[config.mk]
export PLATFORM = sky130hd
export DESIGN_NAME = pgu_sequencer_flat
export DESIGN_NICKNAME = d
export VERILOG_FILES = /design/src/rtl/pgu_seq_pkg.sv /design/src/rtl/pgu_sequencer_if.sv /design/src/rtl/pgu_sequencer_seg_fifo.sv /design/src/rtl/pgu_sequencer.sv /design/src/flat_wrapper.sv
export SDC_FILE = /design/constraint.sdc
export NUM_CORES = 1
export LEC_CHECK = 0
export CAP_MARGIN = 15
export CELL_PAD_IN_SITES_DETAIL_PLACEMENT = 0
export CELL_PAD_IN_SITES_GLOBAL_PLACEMENT = 1
export CORE_MARGIN = 2
export CORE_UTILIZATION = 52
export DETAILED_ROUTE_END_ITERATION = 10
export GPL_TIMING_DRIVEN = 0
export PLACE_DENSITY = 0.81
export SLEW_MARGIN = 0
export SYNTH_ARGS = -nofsm -noshare
export SYNTH_HDL_FRONTEND = slang
export SYNTH_SLANG_ARGS = --single-unit
export TNS_END_PERCENT = 10
[constraint.sdc]
create_clock -name clk -period 11.6 [get_ports clk]
set_input_delay 2.32 -clock clk [delete_from_list [all_inputs] [get_ports clk]]
set_output_delay 2.32 -clock clk [all_outputs]
set_load 0.02 [all_outputs]
[src/rtl/pgu_seq_pkg.sv]
// Shared types and constants for the pgu segment sequencer.
//   seg_t   : one queued motion segment (dir, t_on, t_off, n_steps)
//   state_t : sequencer FSM states
//   T_MIN   : smallest legal t_on/t_off presented to the pgu
package pgu_seq_pkg;

  localparam int unsigned STEP_W = 32;
  localparam logic [31:0] T_MIN  = 32'd1;

  typedef enum logic [1:0] {
    IDLE,
    LOAD,
    RUN
  } state_t;

  typedef struct packed {
    logic              dir;
    logic [31:0]       t_on;
    logic [31:0]       t_off;
    logic [STEP_W-1:0] n_steps;
  } seg_t;

  // A zero phase time would stall the pgu, so it is raised to T_MIN.
  function automatic logic [31:0] clamp_t(input logic [31:0] t);
    return (t == '0) ? T_MIN : t;
  endfunction

endpackage

[src/rtl/pgu_sequencer_if.sv]
// Segment push bus (valid/ready handshake plus segment payload).
//   master : segment source, drives valid and payload, receives ready
//   slave  : sequencer side, receives valid and payload, drives ready
interface pgu_sequencer_if #(
  parameter int unsigned STEP_W = 32
);
  logic              seg_valid;
  logic              seg_ready;
  logic              seg_dir;
  logic [31:0]       seg_t_on;
  logic [31:0]       seg_t_off;
  logic [STEP_W-1:0] seg_n_steps;

  modport master (
    output seg_valid, seg_dir, seg_t_on, seg_t_off, seg_n_steps,
    input  seg_ready
  );

  modport slave (
    input  seg_valid, seg_dir, seg_t_on, seg_t_off, seg_n_steps,
    output seg_ready
  );
endinterface

[src/rtl/pgu_sequencer_seg_fifo.sv]
// Synchronous segment FIFO, DEPTH entries of seg_t (DEPTH a power of 2, >= 2).
//   clk, rst : clock, synchronous active-high reset
//   push/din : write din when not full
//   pop      : discard head when not empty
//   flush    : empty the FIFO (wins over push/pop)
//   full, empty, level : occupancy
//   head     : oldest entry (valid when !empty)
module seg_fifo
  import pgu_seq_pkg::*;
#(
  parameter int unsigned DEPTH = 4
) (
  input  logic                     clk,
  input  logic                     rst,
  input  logic                     push,
  input  logic                     pop,
  input  logic                     flush,
  input  seg_t                     din,
  output logic                     full,
  output logic                     empty,
  output logic [$clog2(DEPTH):0]   level,
  output seg_t                     head
);

  localparam int unsigned AW = $clog2(DEPTH);
  localparam int unsigned LW = AW + 1;
  localparam logic [AW:0] FULL_LVL = LW'(DEPTH);

  seg_t          mem [DEPTH];
  logic [AW-1:0] wr_ptr;
  logic [AW-1:0] rd_ptr;
  logic [AW:0]   count;
  logic          do_push;
  logic          do_pop;

  assign full    = (count == FULL_LVL);
  assign empty   = (count == '0);
  assign level   = count;
  assign head    = mem[rd_ptr];
  assign do_push = push && !full && !flush;
  assign do_pop  = pop && !empty && !flush;

  always_ff @(posedge clk) begin
    if (do_push) mem[wr_ptr] <= din;
  end

  always_ff @(posedge clk) begin
    if (rst || flush) begin
      wr_ptr <= '0;
      rd_ptr <= '0;
      count  <= '0;
    end else begin
      if (do_push) wr_ptr <= wr_ptr + AW'(1);
      if (do_pop)  rd_ptr <= rd_ptr + AW'(1);
      case ({do_push, do_pop})
        2'b10:   count <= count + LW'(1);
        2'b01:   count <= count - LW'(1);
        default: count <= count;
      endcase
    end
  end

endmodule

[src/rtl/pgu_sequencer.sv]
// Motion-segment scheduler in front of the pgu step/dir pulse generator.
// Segments are queued in a FIFO, loaded into the pgu one at a time, and
// their step pulses counted; the pgu step output is gated off whenever no
// segment is running.
//   clk, rst       : clock, synchronous active-high reset
//   seg            : segment push bus (slave side)
//   abort          : flush the queue and stop motion at the next edge
//   pgu_update     : one-cycle load strobe to the pgu
//   pgu_dir/t_on/t_off : segment parameters presented to the pgu
//   pgu_step       : free-running step from the pgu
//   step, dir      : gated step and direction to the motor driver
//   busy           : a segment is loaded or running
//   seg_done       : one-cycle pulse per completed segment
//   fifo_level     : queued segment count
module pgu_sequencer #(
  parameter int unsigned DEPTH  = 4,
  parameter int unsigned STEP_W = 32
) (
  input  logic                   clk,
  input  logic                   rst,
  pgu_sequencer_if.slave         seg,
  input  logic                   abort,
  output logic                   pgu_update,
  output logic                   pgu_dir,
  output logic [31:0]            pgu_t_on,
  output logic [31:0]            pgu_t_off,
  input  logic                   pgu_step,
  output logic                   step,
  output logic                   dir,
  output logic                   busy,
  output logic                   seg_done,
  output logic [$clog2(DEPTH):0] fifo_level
);

  import pgu_seq_pkg::*;

  state_t            state;
  state_t            state_n;
  seg_t              seg_in;
  seg_t              fifo_head;
  logic              fifo_full;
  logic              fifo_empty;
  logic              push;
  logic              pop;
  logic [STEP_W-1:0] n_q;
  logic [STEP_W-1:0] cnt;
  logic              step_prev;
  logic              run_q;
  logic              rise;
  logic              fall;
  logic              complete;

  // No full-FIFO bypass: a pop in the same cycle does not open ready.
  assign seg.seg_ready = !fifo_full && !abort;
  assign push          = seg.seg_valid && seg.seg_ready;

  always_comb begin
    seg_in         = '0;
    seg_in.dir     = seg.seg_dir;
    seg_in.t_on    = seg.seg_t_on;
    seg_in.t_off   = seg.seg_t_off;
    seg_in.n_steps = seg.seg_n_steps;
  end

  seg_fifo #(
    .DEPTH(DEPTH)
  ) u_fifo (
    .clk   (clk),
    .rst   (rst),
    .push  (push),
    .pop   (pop),
    .flush (abort),
    .din   (seg_in),
    .full  (fifo_full),
    .empty (fifo_empty),
    .level (fifo_level),
    .head  (fifo_head)
  );

  assign rise     = pgu_step && !step_prev;
  assign fall     = !pgu_step && step_prev;
  // Waiting for the falling edge keeps the last pulse's high time intact.
  assign complete = (state == RUN) && (cnt == n_q) && fall;

  assign step = pgu_step && run_q;
  assign dir  = pgu_dir;
  assign busy = (state != IDLE);

  always_comb begin
    state_n = state;
    pop     = 1'b0;
    unique case (state)
      IDLE: begin
        if (!fifo_empty) begin
          pop     = 1'b1;
          state_n = LOAD;
        end
      end
      LOAD: begin
        state_n = (n_q == '0) ? IDLE : RUN;
      end
      RUN: begin
        if (complete) begin
          if (!fifo_empty) begin
            pop     = 1'b1;
            state_n = LOAD;
          end else begin
            state_n = IDLE;
          end
        end
      end
      default: state_n = IDLE;
    endcase
    if (abort) begin
      state_n = IDLE;
      pop     = 1'b0;
    end
  end

  always_ff @(posedge clk) begin
    if (rst) begin
      state      <= IDLE;
      pgu_update <= 1'b0;
      pgu_dir    <= 1'b0;
      pgu_t_on   <= T_MIN;
      pgu_t_off  <= T_MIN;
      n_q        <= '0;
      cnt        <= '0;
      step_prev  <= 1'b0;
      run_q      <= 1'b0;
      seg_done   <= 1'b0;
    end else begin
      state      <= state_n;
      pgu_update <= 1'b0;
      seg_done   <= 1'b0;
      run_q      <= (state_n == RUN);
      step_prev  <= (state == LOAD) ? 1'b0 : pgu_step;

      // The head is captured on the pop edge, so the new dir is already
      // visible during LOAD while step is forced low.
      if (pop) begin
        pgu_dir   <= fifo_head.dir;
        pgu_t_on  <= clamp_t(fifo_head.t_on);
        pgu_t_off <= clamp_t(fifo_head.t_off);
        n_q       <= fifo_head.n_steps;
      end

      if (abort) begin
        cnt <= '0;
      end else begin
        unique case (state)
          LOAD: begin
            cnt        <= '0;
            pgu_update <= (n_q != '0);
            seg_done   <= (n_q == '0);
          end
          RUN: begin
            if (rise)     cnt      <= cnt + STEP_W'(1);
            if (complete) seg_done <= 1'b1;
          end
          default: cnt <= '0;
        endcase
      end
    end
  end

endmodule
[src/flat_wrapper.sv]
// flat-port wrapper written by rule: the top's interface ports become plain ports
module pgu_sequencer_flat import pgu_seq_pkg::*;
#(
  parameter int unsigned DEPTH  = 4,
  parameter int unsigned STEP_W = 32
)
  (clk, rst, abort, pgu_update, pgu_dir, pgu_t_on, pgu_t_off, pgu_step, step, dir, busy, seg_done, fifo_level, seg_seg_valid, seg_seg_dir, seg_seg_t_on, seg_seg_t_off, seg_seg_n_steps, seg_seg_ready);
  pgu_sequencer_if #(.STEP_W(STEP_W)) seg_i ();
  input  logic clk;
  input  logic rst;
  input  logic abort;
  output logic pgu_update;
  output logic pgu_dir;
  output logic [31:0] pgu_t_on;
  output logic [31:0] pgu_t_off;
  input  logic pgu_step;
  output logic step;
  output logic dir;
  output logic busy;
  output logic seg_done;
  output logic [$clog2(DEPTH):0] fifo_level;
  input wire logic [$bits(seg_i.seg_valid)-1:0] seg_seg_valid;
  input wire logic [$bits(seg_i.seg_dir)-1:0] seg_seg_dir;
  input wire logic [$bits(seg_i.seg_t_on)-1:0] seg_seg_t_on;
  input wire logic [$bits(seg_i.seg_t_off)-1:0] seg_seg_t_off;
  input wire logic [$bits(seg_i.seg_n_steps)-1:0] seg_seg_n_steps;
  output wire logic [$bits(seg_i.seg_ready)-1:0] seg_seg_ready;
  assign seg_i.seg_valid = seg_seg_valid;
  assign seg_i.seg_dir = seg_seg_dir;
  assign seg_i.seg_t_on = seg_seg_t_on;
  assign seg_i.seg_t_off = seg_seg_t_off;
  assign seg_i.seg_n_steps = seg_seg_n_steps;
  assign seg_seg_ready = seg_i.seg_ready;
  pgu_sequencer #(.DEPTH(DEPTH), .STEP_W(STEP_W)) u_core (.clk(clk), .rst(rst), .seg(seg_i), .abort(abort), .pgu_update(pgu_update), .pgu_dir(pgu_dir), .pgu_t_on(pgu_t_on), .pgu_t_off(pgu_t_off), .pgu_step(pgu_step), .step(step), .dir(dir), .busy(busy), .seg_done(seg_done), .fifo_level(fifo_level));
endmodule
# [Yosys cells after proc, flatten, opt, wreduce, memory -nomap -nowiden]
# Memory sizes are Yosys's and may differ from the RTL's. A register that Yosys moved wholly into a read port is not among the register bits.
# Index checks and enable logic that the tools add are counted.
[classes] addsub=5 multipliers=0 div=0 magnitude_cmp=0 eq_ne=7 n_shift=0 n_mux=19 n_bitwise=2 reduce_logical=29
[ops] cell="$logic_not 32->1" count=3
[ops] cell="$mux 32" count=2
[ops] cell="$add 32x1->32 const B" count=1
[ops] cell="$eq 32x32->1" count=1
[ops] cell="$reduce_bool 32->1" count=1
[ops] cell="$mux 2" count=6
[ops] cell="$logic_and 1x1->1" count=11
[ops] cell="$mux 1" count=7
[ops] cell="$eq 2x2->1 const B" count=3
[ops] cell="$pmux 2 s3" count=1
[ops] cell="$pmux 3 s2" count=1
[ops] cell="$reduce_or 3->1" count=2
[ops] cell="$logic_not 1->1" count=5
[ops] cell="$add 2x1->2 const B" count=2
[ops] cell="$eq 2x1->1 const B" count=2
[ops] cell="$pmux 1 s2" count=2
[ops] cell="$reduce_bool 2->1" count=2
[ops] cell="$reduce_or 2->1" count=2
[ops] cell="$add 3x1->3 const B" count=1
[ops] cell="$eq 3x3->1 const B" count=1
[ops] cell="$logic_not 3->1" count=1
[ops] cell="$sub 3x1->3 const B" count=1
[ops] cell="$logic_not 2->1" count=1
[ops] cell="$not 1->1" count=2
[ops] cell="$logic_or 1x1->1" count=1
[totals] ff_bits=142 latch_bits=0 ram_bits=388 rom_bits=0 in_bits=102 out_inout_bits=74 wordCells=76 mem_count=1
[memory_table] memory="u_core.u_fifo.mem" words=4 width=97 rd=1 rd_clocked_by_memory_dff=1 write_ports=1 line_no="pgu_sequencer_seg_fifo.sv:29" rtl="seg_t mem [DEPTH];"

# [Longest topological paths before layout]
[logic_depth] depth_word=10 ltp_mapped=14 ltp_nobuf=14

# [Cells and area by module]
# Synthesis repeated with hierarchy kept, for this count alone.
[unflattened] cells_unflattened=1260 area_unflattened_um2=21114.0
[by_module_without_submodules] module="seg_fifo" instances=1 cells_each=564 area_per_inst_um2=14508.9 seq_area_each_um2=11831.3
[by_module_without_submodules] module="pgu_sequencer" instances=1 cells_each=696 area_per_inst_um2=6605.1 seq_area_each_um2=2702.6

# [Worst setup path before layout]
# OpenSTA, ideal clock, no wires.
[synth_path] path_type="input to register" startpoint="in abort" endpoint="mem u_core.u_fifo.mem[0][0] in the netlist's numbering (enable)" setup_time_ps=468 t_arrival_ps=5242 required_ps=11132 path_slack_ps=5891 cell_stages=2 n_path_buf=0 cell_sequence="a31oi_1 -> and3_1"
[synth_via] elab_chain_cells=7
[synth_lines] item="from (decl)" line_no="flat_wrapper.sv:11" rtl="input logic abort;"
[synth_lines] item="$logic_not 1->1 (*)" line_no="pgu_sequencer_seg_fifo.sv:40, pgu_sequencer.sv:54"
[synth_lines] item="$logic_and 1x1->1" line_no="pgu_sequencer.sv:54" rtl="assign seg.seg_ready = !fifo_full && !abort;"
[synth_lines] item="$logic_and 1x1->1" line_no="pgu_sequencer.sv:55" rtl="assign push = seg.seg_valid && seg.seg_ready;"
[synth_lines] item="$logic_and 1x1->1" line_no="pgu_sequencer_seg_fifo.sv:40" rtl="assign do_push = push && !full && !flush;"
[synth_lines] item="$logic_and 1x1->1 (*)" line_no="pgu_sequencer_seg_fifo.sv:40"
[synth_lines] item="$mux 1 (*)" line_no="pgu_sequencer_seg_fifo.sv:44" rtl="if (do_push) mem[wr_ptr] <= din;"
[synth_lines] item="$mux 1 (not written as such) (*)" line_no="pgu_sequencer_seg_fifo.sv:44"
[synth_lines] item="to (decl)" line_no="pgu_sequencer_seg_fifo.sv:29"
# Every way passes the cells marked *; elsewhere a longest branch is shown, timed or not.

# [Worst setup path in the final report]
[layout_path] startpoint="in abort" endpoint="out seg_seg_ready"
[layout_via] elab_chain_cells=2
[layout_lines] item="$logic_not 1->1" line_no="pgu_sequencer.sv:54"
[layout_lines] item="$logic_and 1x1->1" line_no="pgu_sequencer.sv:54"
[layout_lines] item="to (decl)" line_no="flat_wrapper.sv:27" rtl="output wire logic [$bits(seg_i.seg_ready)-1:0] seg_seg_ready;"
# Every way passes these cells.

==> impl_metrics.yaml <==
global_routing:
  antenna_found_initial: 5
  grt_pass1_vias: 12200
  grt_use_total_pct: 23.6
  grt_pass1_wl_um: 71900
  overflow: 0
  grt_max_degree: 55
clocking:
  ctsRootBufferMaster: "clkbuf_16"
  post_cts_buffers: 0
  cts_max_level: 2
  cts_buffers: 52
  cts.sinks: 532
  clk_pin_slew_worst_paths_ns: 0.06
  cts_tree: "built"
  clk_latency_ns: 0.60
  post_cts_resized: 0
  clockBufferDepth: 3
  cts_hold_buf: 0
worst_setup_path:
  critPathTopFamily: "buffers and inverters"
  arrival_ns: 3.99
  crit_slowest_cell: "clkdlybuf4s50_1"
  critical_path_class: "in2out"
  path_cells: "clkdlybuf4s50_1, a31oi_1, clkdlybuf4s50_1"
  cp_max_fo: 6
  endpoint_kind: "primary output"
  critPathMaxStageDelay_ns: 0.70
  crit_required_ns: 9.28
  crit_path_frequent_cell: "clkdlybuf4s50_1"
  critPathLaunchType: "primary input"
  path_buf_inv: 2
sta:
  tightest_slew_ns: 1.08
  slew_headroom_pct: 27.6
  setup_tns_ns: 0
  hold_viol: 0
  hold_ws_ns: 0.479
  worst_slack_ns: 5.29
  period_minus_slack_ns: 6.31
  finalSetupViolCount: 0
  maxSlewViolCount: 0
  max_freq_mhz: 159
  rsz0062_at_grt: "no"
  skew_ns: 0.0298
  post-route-period-util_pct: 54.4
placed_design:
  dp_cells: 1978
  place.gp.congestion: 0.851
  place_area_um2: 22900
  portBuffers: 175
  dp_slack_ns: 5.32
  dp_hpwl_um: 30700
power_and_ir_drop:
  total_power_mw: 3.90
  ir_drop_mv: 0.136
  p_sw_share_pct: 21.0
  p_per_area_nw_per_um2: 159
  leakage_nw: 7.72
  pwr-share-comb_pct: 4.9
  power_frac_seq_pct: 53.4
  p_int_mw: 3.08
  p_switching_mw: 0.820
  clkPwrFrac_pct: 41.7
job:
  cap_violations: 0
die:
  ioPinCount: 176
  die_h_um: 202
  die_area_um2: 40700
  rows: 72
  start_util_pct: 52.6
  core_um2: 38600
  dieWidth_um: 202
synthesis:
  synth_nets: 1394
  synth_top_family_by_area: "multiplexers"
  synth_xor_area_share_pct: 2.58
  syn_avg_cell_area_um2: 15.9
  yosys.area_share.simple_pct: 6.59
  ys_seq_elements: 532
  synthFlopType: "edfxtp_1"
  synth_fa_ha_area_share_pct: 0.714
  synthDistinctLibCells: 45
  ys_seq_area_share_pct: 71.5
  ys_top_cells_by_area: "edfxtp_1 (57%), dfxtp_1 (14%), mux4_2 (11%), a21oi_1 (2.6%), nand3_1 (2.5%)"
  synth_compound_area_share_pct: 5.73
  async_flop_share_pct: 0
  synth_top_cell_by_area: "edfxtp_1"
  netlist_instances: 1281
  syn_area_um2: 20300
  synth_top_area_share_pct: 57.3
  muxShareOfSynthArea_pct: 10.8
  synth_edf_count: 388
  yosys_warnings: 0
routing:
  viasPerCell: 5.82
  vias: 12100
  dr.pass1.iters: 5
  drtIter0Drc: 1016
  drcViolationCount: 0
  drt_wl_total_um: 47400
  wl_per_cell_um: 22.8
  ant_nets: 0
outcome:
  status: "complete, no violations"
cells_and_area:
  nets: 1627
  drive_gt1_share_pct: 13.9
  syn2layout_area_growth_pct: 20.6
  final_core_util_pct: 63.5
  multi_input_area_um2: 5400
  layout_common_cells: "edfxtp_1 (388), clkdlybuf4s50_1 (175), dfxtp_1 (144)"
  design_area_um2: 24500
  final-seq-area_um2: 14500
  layout.cells.non_filler: 2078
  filler_cell_count: 2799
  final_common_cell: "edfxtp_1"
hold_path:
  hp-class: "reg2reg"
==> synth_stat cells, drive strengths merged, types with 15 or more instances <==
library cell,instances
nand2,17
nand4,16
o21ai,105
clkbuf,49
dfxtp,144
nand3,103
nor2,50
buf,31
a21oi,105
mux4,97
xnor2,18
nor4,34
edfxtp,388
inv,15
xor2,42
==> sequential cells by signal (all words and copies together), names as in the netlist, named ones only <==
signal	count
u_core.run_q	1
u_core.u_fifo.level	3
u_core.state	2
u_core.n_q	32
u_core.cnt	32
u_core.u_fifo.mem	388
u_core.step_prev	1
u_core.seg_done	1
u_core.pgu_update	1
u_core.pgu_t_off	32
u_core.pgu_t_on	32
u_core.dir	1
u_core.u_fifo.rd_ptr	2
u_core.u_fifo.wr_ptr	2
==> power by group through the flow <==
stage          logic, mW  clock network [mW]  registers [mW]
3_3_place_gp       0.183                   0            2.13
3_5_place_dp       0.189                   0            2.12
2_1_floorplan     0.0826                   0            2.13
4_1_cts            0.191                1.65            2.08
6_report           0.190                1.63            2.08
5_1_grt            0.205                1.73            2.08
==> per-layer routing <==
| layer | vias up | routed length (µm) | global-route usage (%) |
|---|---|---|---|
| li1 | 5494 | - | - |
| met1 | 6028 | 19500 | 31.9 |
| met2 | 465 | 23000 | 37.9 |
| met3 | 97 | 3710 | 6.40 |
| met4 | 6 | 1230 | 6.91 |
| met5 | - | 44 | 0 |
==> final timing paths <==
path         slack, ns  cells after the start                 from                endpoint
max               5.29                      3                abort           seg_seg_ready
min               0.48                      2  u_core.pgu_t_on[12]     u_core.pgu_t_on[12]
max reg2reg       7.60                     12       u_core.cnt[26]  u_core.u_fifo.level[2]
min reg2reg       0.48                      2  u_core.pgu_t_on[12]     u_core.pgu_t_on[12]
==> logic make-up (layout without fill, tap and decap cells) <==
| group | Yosys count | count (layout) |
|---|---|---|
| AOI/OAI and AO/OA | 224 | 224 |
| buffers and inverters | 96 | 372 |
| other | 0 | 3 |
| adders and majority gates | 11 | 11 |
| xor gates and xnor gates | 60 | 60 |
| DFF | 532 | 532 |
| muxes | 99 | 99 |
| and+or+nand+nor | 259 | 259 |
==> worst min-delay path: cells and delay by family, from the launching register on <==
kind,cells,cell delay (ns)
AO/OA/AOI/OAI,2,0.13
flip-flops,1,0.31
==> area by class of cell <==
| cell class | instances | share of cell area (%) |
|---|---|---|
| inverters | 16 | 0.245 |
| plain buffers | 80 | 1.49 |
| repair buffers | 179 | 7.59 |
| flip-flops and latches | 532 | 59.3 |
| clock inverters | 28 | 0.964 |
| well taps | 518 | 2.64 |
| clock buffers | 69 | 5.77 |
| diodes | 3 | 0.0306 |
| multi-input cells | 653 | 22.0 |
Power figures use the tool's default switching activity.
